**src/rtl/fp_writeback_stage_if.sv**
```systemverilog
// Purpose: bundles the result input, register-file write port, flush and fflags CSR signals of the FP writeback stage.
// Latency: none; this is only a wiring bundle.
// Backpressure: inReady/inValid on the input side, wbEnable/wbReady on the register-file side.
interface fp_writeback_stage_if #(
    parameter int WIDTH          = 32,
    parameter int REG_ADDR_WIDTH = 5
);
    // Upstream result from the multiply-add unit
    logic                      inValid;
    logic                      inReady;
    logic [WIDTH-1:0]          inResult;
    logic [4:0]                inFlags;
    logic [REG_ADDR_WIDTH-1:0] inRd;

    // FP register-file write port
    logic                      wbEnable;
    logic                      wbReady;
    logic [REG_ADDR_WIDTH-1:0] wbRd;
    logic [WIDTH-1:0]          wbValue;

    // Pipeline control and fflags CSR access
    logic                      flush;
    logic                      csrWriteEnable;
    logic [4:0]                csrWriteValue;
    logic [4:0]                fflags;

    // Environment side: drives results, register-file ready, flush and CSR writes
    modport master (
        output inValid, inResult, inFlags, inRd, wbReady, flush, csrWriteEnable, csrWriteValue,
        input  inReady, wbEnable, wbRd, wbValue, fflags
    );

    // Writeback stage side
    modport slave (
        input  inValid, inResult, inFlags, inRd, wbReady, flush, csrWriteEnable, csrWriteValue,
        output inReady, wbEnable, wbRd, wbValue, fflags
    );
endinterface

```
**src/rtl/fp_writeback_stage.sv**
```systemverilog
// Purpose: in-order FIFO of FP results feeding the register-file write port, plus the sticky fflags register.
// Latency: an entry accepted on edge N is presented on wbEnable/wbRd/wbValue in cycle N+1; no bypass.
// Backpressure: inReady = (count < DEPTH) from registered state only; entries wait while wbReady is low.
module fp_writeback_stage #(
    parameter int WIDTH          = 32,
    parameter int REG_ADDR_WIDTH = 5,
    parameter int DEPTH          = 2
) (
    input  logic                 clk,
    input  logic                 rst,
    fp_writeback_stage_if.slave  bus
);

    localparam int PTR_W = (DEPTH > 1) ? $clog2(DEPTH) : 1;
    localparam int CNT_W = $clog2(DEPTH + 1);

    // FIFO storage is deliberately left unreset; count gates every read of it.
    logic [WIDTH-1:0]          r_val   [DEPTH];
    logic [4:0]                r_flags [DEPTH];
    logic [REG_ADDR_WIDTH-1:0] r_rd    [DEPTH];

    logic [PTR_W-1:0]          r_head;
    logic [PTR_W-1:0]          r_tail;
    logic [CNT_W-1:0]          r_count;
    logic [4:0]                r_fflags;

    logic                      w_in_ready;
    logic                      w_wb_en;
    logic                      w_accept;
    logic                      w_retire;
    logic [4:0]                w_head_flags;
    logic [4:0]                w_fflags_nxt;

    assign w_in_ready   = (r_count < CNT_W'(DEPTH));
    assign w_wb_en      = (r_count != '0);
    // A flush drops any entry offered in the same cycle.
    assign w_accept     = bus.inValid && w_in_ready && !bus.flush;
    assign w_retire     = w_wb_en && bus.wbReady;
    assign w_head_flags = r_flags[r_head];

    assign bus.inReady  = w_in_ready;
    assign bus.wbEnable = w_wb_en;
    assign bus.wbRd     = w_wb_en ? r_rd[r_head]  : '0;
    assign bus.wbValue  = w_wb_en ? r_val[r_head] : '0;
    assign bus.fflags   = r_fflags;

    // Write accepted results at the tail; values pass through untouched.
    always_ff @(posedge clk) begin
        if (w_accept) begin
            r_val[r_tail]   <= bus.inResult;
            r_flags[r_tail] <= bus.inFlags;
            r_rd[r_tail]    <= bus.inRd;
        end
    end

    // Pointer and occupancy tracking; flush empties the FIFO but a same-cycle retire still counts as written.
    always_ff @(posedge clk or negedge rst) begin
        if (!rst) begin
            r_head  <= '0;
            r_tail  <= '0;
            r_count <= '0;
        end else if (bus.flush) begin
            r_head  <= '0;
            r_tail  <= '0;
            r_count <= '0;
        end else begin
            if (w_accept) begin
                r_tail <= r_tail + PTR_W'(1);
            end
            if (w_retire) begin
                r_head <= r_head + PTR_W'(1);
            end
            r_count <= r_count + CNT_W'(w_accept) - CNT_W'(w_retire);
        end
    end

    // Sticky flag update: a CSR write replaces the value but still absorbs a same-cycle retire.
    always_comb begin
        w_fflags_nxt = r_fflags;
        if (bus.csrWriteEnable) begin
            w_fflags_nxt = bus.csrWriteValue | (w_retire ? w_head_flags : 5'b0);
        end else if (w_retire) begin
            w_fflags_nxt = r_fflags | w_head_flags;
        end
    end

    // Architectural fflags register
    always_ff @(posedge clk or negedge rst) begin
        if (!rst) begin
            r_fflags <= '0;
        end else begin
            r_fflags <= w_fflags_nxt;
        end
    end

endmodule

```
**src/flat_wrapper.sv**
```systemverilog
// flat-port wrapper written by rule: the top's interface ports become plain ports
module fp_writeback_stage_flat 
#(
    parameter int WIDTH          = 32,
    parameter int REG_ADDR_WIDTH = 5,
    parameter int DEPTH          = 2
)
  (clk, rst, bus_inValid, bus_inResult, bus_inFlags, bus_inRd, bus_wbReady, bus_flush, bus_csrWriteEnable, bus_csrWriteValue, bus_inReady, bus_wbEnable, bus_wbRd, bus_wbValue, bus_fflags);
  fp_writeback_stage_if #(.WIDTH(WIDTH), .REG_ADDR_WIDTH(REG_ADDR_WIDTH)) bus_i ();
  input  logic clk;
  input  logic rst;
  input wire logic [$bits(bus_i.inValid)-1:0] bus_inValid;
  input wire logic [$bits(bus_i.inResult)-1:0] bus_inResult;
  input wire logic [$bits(bus_i.inFlags)-1:0] bus_inFlags;
  input wire logic [$bits(bus_i.inRd)-1:0] bus_inRd;
  input wire logic [$bits(bus_i.wbReady)-1:0] bus_wbReady;
  input wire logic [$bits(bus_i.flush)-1:0] bus_flush;
  input wire logic [$bits(bus_i.csrWriteEnable)-1:0] bus_csrWriteEnable;
  input wire logic [$bits(bus_i.csrWriteValue)-1:0] bus_csrWriteValue;
  output wire logic [$bits(bus_i.inReady)-1:0] bus_inReady;
  output wire logic [$bits(bus_i.wbEnable)-1:0] bus_wbEnable;
  output wire logic [$bits(bus_i.wbRd)-1:0] bus_wbRd;
  output wire logic [$bits(bus_i.wbValue)-1:0] bus_wbValue;
  output wire logic [$bits(bus_i.fflags)-1:0] bus_fflags;
  assign bus_i.inValid = bus_inValid;
  assign bus_i.inResult = bus_inResult;
  assign bus_i.inFlags = bus_inFlags;
  assign bus_i.inRd = bus_inRd;
  assign bus_i.wbReady = bus_wbReady;
  assign bus_i.flush = bus_flush;
  assign bus_i.csrWriteEnable = bus_csrWriteEnable;
  assign bus_i.csrWriteValue = bus_csrWriteValue;
  assign bus_inReady = bus_i.inReady;
  assign bus_wbEnable = bus_i.wbEnable;
  assign bus_wbRd = bus_i.wbRd;
  assign bus_wbValue = bus_i.wbValue;
  assign bus_fflags = bus_i.fflags;
  fp_writeback_stage #(.WIDTH(WIDTH), .REG_ADDR_WIDTH(REG_ADDR_WIDTH), .DEPTH(DEPTH)) u_core (.clk(clk), .rst(rst), .bus(bus_i));
endmodule
```
**config.mk**
```make
export PLATFORM = sky130hd
export DESIGN_NAME = fp_writeback_stage_flat
export DESIGN_NICKNAME = d
export VERILOG_FILES = /design/src/rtl/fp_writeback_stage_if.sv /design/src/rtl/fp_writeback_stage.sv /design/src/flat_wrapper.sv
export SDC_FILE = /design/constraint.sdc
export NUM_CORES = 1
export LEC_CHECK = 0
export ABC_AREA = 1
export BUFFER_PORTS_ARGS = -buffer_cell sky130_fd_sc_hd__buf_2
export CORE_ASPECT_RATIO = 0.9
export CORE_UTILIZATION = 30
export DETAILED_ROUTE_END_ITERATION = 12
export PLACE_DENSITY = 0.55
export SLEW_MARGIN = 20
export SYNTH_ARGS = -nofsm -noshare
export SYNTH_HDL_FRONTEND = slang
export SYNTH_SLANG_ARGS = --single-unit
```
**constraint.sdc**
```tcl
create_clock -name clk -period 3.3 [get_ports clk]
set_input_delay 0.165 -clock clk [delete_from_list [all_inputs] [get_ports clk]]
set_output_delay 0.165 -clock clk [all_outputs]
set_load 0.005 [all_outputs]
```
==> results by group, run 1 <==
Timing
  • Final setup vio count: 0
  • Setup_tns: 0 ns
  • Total count of max-transition violations in the final report: 0
  • Slew at the pin with the worst max-slew slack: 0.609 ns
  • Number of hold violations in the final report: 0
  • Top achievable clock speed: 0.478 GHz
  • Worst rel slew slack: 0.594
  • Share of the clock period used by the worst path after layout: 0.634
  • Unrepaired setup endpoints after global routing: no
  • Worst-case clock skew: 0.00354 ns
  • Minimum period implied by the final worst setup slack: about 2.1 ns

GRT
  • Antenna violations before repair: 0
  • Wire length of the first global-routing pass: 11.9 mm
  • Met1 usage: 0.138
  • Layer with the highest usage after global routing: met2
  • GRT Util Overall: 0.124
  • GR Util met2: 0.215
  • GRT Residual Overflow: 0
  • Vias in the first global route: approximately 2400
  • Largest net degree at the start of global routing: 44
  • Fraction of met3 tracks used by global routing: 0.0543

Clocking
  • Clock tree from TritonCTS: yes
  • Clock tree root buffer cell: clkbuf_16
  • Max H-tree Level: 3
  • Clock tree buffer depth: 2
  • Clock-pin slew on the worst setup and hold paths: 0.06 ns
  • Clock latency reported for the late side of the worst-skew pair: 0.33 ns
  • Number of sinks handled by clock tree synthesis: a little over 90
  • Number of CTS-inserted buffers: 9

Yosys
  • Post-Synthesis Cells: roughly 290
  • Top cell type's share of synthesized area: 0.674
  • Average footprint of a synthesized cell: ~13 µm²
  • Most frequent cell after synthesis: nand2_1
  • Share of flip-flops with an asynchronous set or reset: 0.0968
  • Top flip-flop cell by instance count after synthesis: edfxtp_1
  • Number of distinct library cells after synthesis: 15
  • Synth top cells by count: nand2_1, edfxtp_1, a21oi_2
  • Post-synthesis sequential element count: 93
  • Cell area after synthesis: 3740 µm²
  • Synth warnings: 0
  • Cell types with the largest area share after synthesis: edfxtp_1, nand2_1, a21oi_2, dfrtp_1, buf_6
  • Portion of the post-synthesis area used by sequential elements: 0.734
  • EDFF count, synth: 84
  • Synthesized Nets: 340
  • Yosys top cell by area: edfxtp_1

Placement
  • Placed cells: 533
  • Detailed Place HPWL: between 4 and 5 mm
  • Final weighted congestion of routability-driven global placement: 0.767
  • Number of buffers inserted by port buffering: 96

Hold path
  • HP Start: bus_inResult[16]
  • Path category of the worst min-delay check: input pin to flip-flop

Power
  • Switching portion of total power: 0.328
  • Proportion of power drawn by the clock network: 0.263
  • Combinational cell fraction of total power: 0.299
  • Lkg Pwr: between 1.5 and 2 nW
  • Internal Pwr Total: 2.30 mW
  • Pwr Density: around 720 nW/µm²
  • Switching power: 1.12 mW
  • Max rail drop VDD: roughly 0.32 mV
  • Flop pwr share: 0.438

Floorplanning
  • Die width: 120 µm
  • Initial standard-cell utilization of the core: 0.309
  • Row cnt: 38
  • Core ar.: 12100 µm²
  • Number of placed I/O pins: 97
  • Y dimension of the die: 108 µm
  • Die Footprint: 12900 µm²

Status
  • Result of the run: finished clean

Route
  • Post-DR wirelength/cell: ~14 µm
  • Total wire length after detailed routing: 7.67 mm
  • Drt initial violations: approximately 130
  • Number of iterations in the first detailed-routing pass: 5
  • Count of nets left with antenna violations after detail routing: 0
  • DRC viols: 0
  • Via Count: 2443
  • Average via count per standard cell: 4.36

Critical path
  • Crit path cell chain: nor2_4 -> buf_4 -> a21oi_1 -> buf_2
  • Type of destination of the critical path: output port
  • End point of the critical path: bus_wbValue[27]
  • Worst R2R Path Depth: 7
  • Critical R2R Capture: u_core.r_count[1]
  • Max incr delay on CP: roughly 0.47 ns
  • Maximum fanout count along the critical path: 26
  • Worst path slowest cell: buf_4
  • Crit path kind: flip-flop to output port
  • Crit path arrival time: 1.93 ns
  • Launch point of the critical path: u_core.r_count[0]
  • Required @ worst endpoint: 3.13 ns
  • Register-to-register setup slack: 1.50 ns
  • Startpoint of the worst register-to-register path: u_core.r_count[0]
  • Startpoint type of the worst setup path: flip-flop

Cells and area
  • Layout Cells excl Fill: between 500 and 600
  • Nets@finish: 450
  • Share of layout cells above drive strength 1: 0.373
  • Number of diodes added for antenna fixing: 0
  • Layout overhead on the synthesized area: 26.5%

Run
  • Max capacitance violation total: 0
==> final cells by class <==
type | count | area [µm²]
flip-flops and latches | 93 | 2750
well taps | 160 | 200
inverters | 10 | 40.0
fillers | 1169 | 7390
repair buffers | 112 | 628
multi-input cells | 169 | 856
clock inverters | 7 | 32.5
clock buffers | 9 | 225
==> power by group through the flow <==
stage               sequential [mW]  clock (mW)  combinational (mW)
global route                   1.51       0.969                1.15
CTS                            1.50       0.929                1.06
floorplan                      1.49           0               0.722
detailed placement             1.53           0                1.04
finish                         1.50       0.898                1.02
global placement               1.52           0                1.03
==> critical path, delay by kind of cell, from the launching register on <==
kind,cells,cell delay [ns]
buffers and inverters,2,0.62
AO/OA/AOI/OAI,1,0.10
flip-flops,1,0.41
AND/OR/NAND/NOR,1,0.44
==> registers in the layout (all words and copies together), names as in the netlist <==
| name | cells |
|---|---|
| u_core.r_tail | 1 |
| u_core.r_val | 64 |
| u_core.r_count | 2 |
| u_core.bus.fflags | 5 |
| u_core.r_head | 1 |
| u_core.r_flags | 10 |
| u_core.r_rd | 10 |
==> how the worst min path moves through the flow <==
stage | endpoint | slack, ns | depth (start not counted)
finish | u_core.r_val[0][16] | 0.01 | 1
floorplan | u_core.bus.fflags[0] | -0.13 | 0
global route | u_core.r_val[0][0] | 0.002 | 1
CTS | u_core.r_val[0][16] | 0.0004 | 1
global placement | u_core.bus.fflags[3] | 0.03 | 1
detailed placement | u_core.bus.fflags[2] | 0.03 | 1
==> placed cells by master (no fill, tap or decap), types with 4 or more instances in the layout <==
master         netlist  final
nand3_1             10     10
nand2_1            112    112
inv_1                9      9
nor2_4               2      4
a21oi_2             30     30
clkinv_1             0      4
edfxtp_1            84     84
dfrtp_1              9      8
clkbuf_16            0      9
buf_4                4      5
buf_2                3     96
a21oi_1              8      8
dlygate4sd3_1        0     11
==> stage by stage <==
step	utilization	setup WS [ns]	hold WS [ns]	area, µm²	total power [mW]
after floorplan	-	0.431	-0.131	3740	2.22
after global placement	0.360	1.55	0.0266	4360	2.54
after detailed placement	0.360	1.46	0.0287	4360	2.57
after CTS	0.389	1.17	0.000392	4720	3.48
after global routing	0.390	1.10	0.00221	4730	3.63
final	0.390	1.21	0.0149	4730	3.42
==> layer usage <==
metal | up-vias | routed length [µm] | part of all wire
li1 | 1195 | - | -
met1 | 1167 | 3320 | 0.43
met2 | 72 | 3780 | 0.49
met3 | 9 | 478 | 0.062
met4 | 0 | 91 | 0.012
met5 | - | 0 | 0
==> timing repair <==
action / in CTS / in global routing
hold buffers: 10 / 1
resized for setup: 0 / 0
endpoints found under the hold margin: 25 / 2
buffers inserted: 0 / 0
==> logic make-up after synthesis <==
logic type,after synthesis,share of synthesized area
AOI/OAI and AO/OA,39,0.0823
adders and majority gates,2,0.00669
buffers and inverters,23,0.0408
DFF,93,0.734
and+or+nand+nor,128,0.136
Note: power is estimated with default switching activity, not from simulation.
==> run 2: changes to the inputs <==
--- a/config.mk
+++ b/config.mk
@@ -5,7 +5,7 @@
 export SDC_FILE = /design/constraint.sdc
 export NUM_CORES = 1
 export LEC_CHECK = 0
-export ABC_AREA = 1
+export ABC_AREA = 0
 export BUFFER_PORTS_ARGS = -buffer_cell sky130_fd_sc_hd__buf_2
 export CORE_ASPECT_RATIO = 0.9
 export CORE_UTILIZATION = 30
==> constraint.sdc (replaced) <==
create_clock -name clk -period 2.1 [get_ports clk]
set_input_delay 0.105 -clock clk [delete_from_list [all_inputs] [get_ports clk]]
set_output_delay 0.105 -clock clk [all_outputs]
set_load 0.005 [all_outputs]
==> results by group, run 2 <==
Status
  • Result of the run: finished clean (unchanged)

Critical path
  • Count of buffering cells on the critical path with inverters included: 2 (unchanged)
  • Worst path slowest cell: dfrtp_1 (was buf_4)
  • Max incr delay on CP: 0.44 ns (was 0.47 ns)
  • Dominant delay contributor by cell family on the critical path: flip-flops (was buffers and inverters)
  • Crit path kind: flip-flop to output port (unchanged)
  • Crit path cell chain: nor2_4 -> buf_12 -> nor2_1 -> buf_2 (was nor2_4 -> buf_4 -> a21oi_1 -> buf_2)
  • Required @ worst endpoint: 2.00 ns (was 3.13 ns)
  • Startpoint type of the worst setup path: flip-flop (unchanged)
  • Type of destination of the critical path: output port (unchanged)
  • Crit path arrival time: 1.58 ns (was 1.93 ns)
  • Maximum fanout count along the critical path: 25 (was 26)

Cells and area
  • Nets@finish: 416 (was 450)
  • Layout overhead on the synthesized area: 38.5% (was 26.5%)
  • Top reg by flops: u_core.r_val (unchanged)
  • Share of layout cells above drive strength 1: 0.350 (was 0.373)
  • Flip-flop count of the largest register after layout: 64 (unchanged)
  • Leading cell type in the layout, fill and taps excluded: buf_2 (was nand2_1)
  • Number of diodes added for antenna fixing: 0 (unchanged)
  • Final-layout fill cell count: 1103 (was 1169)
  • Highest-count cells in the layout ignoring fill and taps: buf_2, edfxtp_1, mux2i_1, dlygate4sd3_1, nor2_1 (was nand2_1, buf_2, edfxtp_1, a21oi_2, dlygate4sd3_1)
  • Largest registers: u_core.r_val x64, u_core.r_flags x10, u_core.r_rd x10 (unchanged)

Route
  • Drt initial violations: 113 (was 133)
  • Average via count per standard cell: 4.17 (was 4.36)
  • Post-DR wirelength/cell: 13.1 µm (was 13.7 µm)
  • Total wire length after detailed routing: 6.85 mm (was 7.67 mm)
  • Count of nets left with antenna violations after detail routing: 0 (unchanged)
  • Number of iterations in the first detailed-routing pass: 4 (was 5)
  • Via Count: 2177 (was 2443)
  • DRC viols: 0 (unchanged)

Timing
  • Minimum period implied by the final worst setup slack: 1.68 ns
  • Setup slack of the critical path after layout: 0.419 ns (was 1.21 ns)
  • Setup_tns: 0 ns (unchanged)
  • Worst rel slew slack: 0.722 (was 0.594)
  • Slew at the pin with the worst max-slew slack: 0.416 ns (was 0.609 ns)
  • Worst-case clock skew: 0.00642 ns (was 0.00354 ns)
  • Final setup vio count: 0 (unchanged)
  • Share of the clock period used by the worst path after layout: 0.800
  • Unrepaired setup endpoints after global routing: no (unchanged)
  • Total count of max-transition violations in the final report: 0 (unchanged)
  • Number of hold violations in the final report: 0 (unchanged)
  • Top achievable clock speed: 0.595 GHz

Floorplanning
  • Initial standard-cell utilization of the core: 0.313 (was 0.309)
  • Die Footprint: 12600 µm² (was 12900 µm²)
  • Number of placed I/O pins: 97 (unchanged)
  • Core ar.: 11700 µm² (was 12100 µm²)
  • Row cnt: 37 (was 38)
  • Die width: 118 µm (was 120 µm)
  • Y dimension of the die: 107 µm (was 108 µm)

Power
  • Post-layout total power: 5.25 mW (was 3.42 mW)
  • Switching power: 1.42 mW (was 1.12 mW)
  • Internal Pwr Total: 3.83 mW (was 2.30 mW)
  • Combinational cell fraction of total power: 0.275 (was 0.299)
  • Pwr Density: 1040 nW/µm² (was 723 nW/µm²)
  • Lkg Pwr: 1.95 nW (was 1.91 nW)
  • Switching portion of total power: 0.270 (was 0.328)
  • Proportion of power drawn by the clock network: 0.289 (was 0.263)
  • Flop pwr share: 0.437 (was 0.438)
  • Max rail drop VDD: 0.584 mV (was 0.317 mV)

Clocking
  • Number of gates resized after cts: 0 (unchanged)
  • Number of sinks handled by clock tree synthesis: 93 (unchanged)
  • Clock-pin slew on the worst setup and hold paths: 0.06 ns (about the same)
  • Max H-tree Level: 3 (unchanged)
  • Number of CTS-inserted buffers: 9 (unchanged)
  • Clock tree buffer depth: 2 (unchanged)
  • Clock latency reported for the late side of the worst-skew pair: 0.33 ns (about the same)
  • Clock tree root buffer cell: clkbuf_16 (unchanged)
  • Clock tree from TritonCTS: yes (unchanged)

Yosys
  • Synth warnings: 0 (unchanged)
  • Top flip-flop cell by instance count after synthesis: edfxtp_1 (unchanged)
  • Share of flip-flops with an asynchronous set or reset: 0.0968 (unchanged)
  • Share of the synthesized netlist area taken by xor and xnor gates: 0.00959 (was 0)
  • Synthesized Nets: 268 (was 340)
  • Top cell type's share of synthesized area: 0.690 (was 0.674)
  • Average footprint of a synthesized cell: 17.2 µm² (was 13.1 µm²)
  • Most frequent cell after synthesis: edfxtp_1 (was nand2_1)
  • Yosys top cell by area: edfxtp_1 (unchanged)
  • Portion of the post-synthesis area used by sequential elements: 0.752 (was 0.734)
  • Compound-gate portion of the synthesized area: 0.00924 (was 0.0823)
  • Simple-gate share of the synthesized area: 0.0579 (was 0.136)
  • Portion of netlist area occupied by mux cells: 0.129 (was 0)
  • Cell types with the largest area share after synthesis: edfxtp_1, mux2i_1, dfrtp_1, nor2_1, nor2_2 (was edfxtp_1, nand2_1, a21oi_2, dfrtp_1, buf_6)
  • Combinational family with the most area after synthesis: multiplexers (was simple AND/OR/NAND/NOR gates)
  • EDFF count, synth: 84 (unchanged)
  • Post-Synthesis Cells: 213 (was 285)
  • Synth top cells by count: edfxtp_1, mux2i_1, nor2_1 (was nand2_1, edfxtp_1, a21oi_2)
  • Number of distinct library cells after synthesis: 21 (was 15)
  • Post-synthesis sequential element count: 93 (unchanged)
  • Adder and majority cell fraction of the synthesized area: 0.00685 (was 0.00669)
  • Cell area after synthesis: 3650 µm² (was 3740 µm²)

GRT
  • Antenna violations before repair: 0 (unchanged)
  • GRT Residual Overflow: 0 (unchanged)
  • GRT Util Overall: 0.116 (was 0.124)
  • Wire length of the first global-routing pass: 11.0 mm (was 11.9 mm)
  • Largest net degree at the start of global routing: 44 (unchanged)
  • Vias in the first global route: 2290 (was 2371)

Run
  • Max capacitance violation total: 0 (unchanged)

Placement
  • Post-place setup slack: 0.474 ns (was 1.46 ns)
  • Detailed Place HPWL: 4.17 mm (was 4.88 mm)
  • Number of buffers inserted by port buffering: 96 (unchanged)
  • Final weighted congestion of routability-driven global placement: 0.648 (was 0.767)

Hold path
  • Path category of the worst min-delay check: input pin to flip-flop (unchanged)
[run 2: cell count changes after synthesis, moves of 3 or more]
cell	change
a21oi_1	-8
o21ai_1	+5
nand3_1	-10
mux2i_1	+47
inv_1	-5
nor2b_1	+3
nand2_1	-112
a21oi_2	-30
nor2_2	+10
xnor2_1	+3
buf_4	-3
nor2_1	+27
[run 2: cell families (layout without fill, tap and decap cells)]
| kind of cell | after synthesis | after routing |
|---|---|---|
| mux | 47 | 47 |
| fa+ha+maj | 2 | 2 |
| buf+inv | 15 | 168 |
| xor+xnor | 4 | 4 |
| compound gates | 6 | 6 |
| flops | 93 | 93 |
| simple gates | 46 | 46 |
[run 2: final cells by class]
class / instances / area, µm² / area share
Clock buffer: 14 / 244 / 0.0482
Clock inverter: 2 / 35.0 / 0.00692
Inverter: 5 / 18.8 / 0.00371
Multi-Input combinational cell: 105 / 792 / 0.156
Sequential cell: 93 / 2750 / 0.543
Tap cell: 156 / 195 / 0.0386
Timing Repair Buffer: 147 / 1030 / 0.203
[run 2: worst reg2reg max path: stages, from the launching register on]
cell and delay [ns]:
dfrtp_1 0.44, o21ai_2 0.15, inv_1 0.06, ha_1 0.27, inv_1 0.04, ha_1 0.19
xnor2_1 0.16, xnor2_1 0.15, nor2_1 0.05
[run 2: power groups by stage]
| stage | Sequential [mW] | Clock, mW | Combinational, mW |
|---|---|---|---|
| 2_1_floorplan | 2.32 | 0 | 0.938 |
| 3_3_place_gp | 2.32 | 0 | 1.41 |
| 3_5_place_dp | 2.33 | 0 | 1.42 |
| 4_1_cts | 2.29 | 1.57 | 1.49 |
| 5_1_grt | 2.31 | 1.64 | 1.61 |
| 6_report | 2.29 | 1.51 | 1.44 |
[run 2: final timing paths]
path                                      startpoint                    to  slack (ns)  cells past startpoint
worst max-delay path               u_core.r_count[1]       bus_wbValue[26]        0.42                      4
worst min-delay path            bus_csrWriteValue[1]  u_core.bus.fflags[1]        0.02                      3
worst max register to register     u_core.r_count[1]     u_core.r_count[1]        0.47                      8
worst min register to register  u_core.bus.fflags[1]  u_core.bus.fflags[1]        0.50                      2
max in group asynchronous                        rst         u_core.r_head        1.72                      2
min in group asynchronous                        rst  u_core.bus.fflags[1]        0.18                      2
[run 2: timing repair]
action	4_1_cts	5_1_grt
hold buffers	46	0
setup buffers	0	0
hold endpoints to repair	98	0
[run 2: through the flow]
step | hold WS (ns) | utilization | area (µm²) | instances
after floorplan | -0.191 | - | 3660 | 213
after global placement | -0.0292 | 0.371 | 4320 | 460
after detailed placement | -0.0244 | 0.371 | 4320 | 460
after CTS | 0.00783 | 0.434 | 5060 | 522
after global routing | 0.0355 | 0.434 | 5060 | 522
final | 0.0178 | 0.434 | 5060 | 522
[run 2: metal layers]
layer | up-vias | GRT usage | routed length (µm)
met5 | - | 0 | 0
met4 | 0 | 0.0412 | 93
li1 | 1076 | - | -
met1 | 1029 | 0.129 | 2940
met2 | 63 | 0.208 | 3470
met3 | 9 | 0.0372 | 340
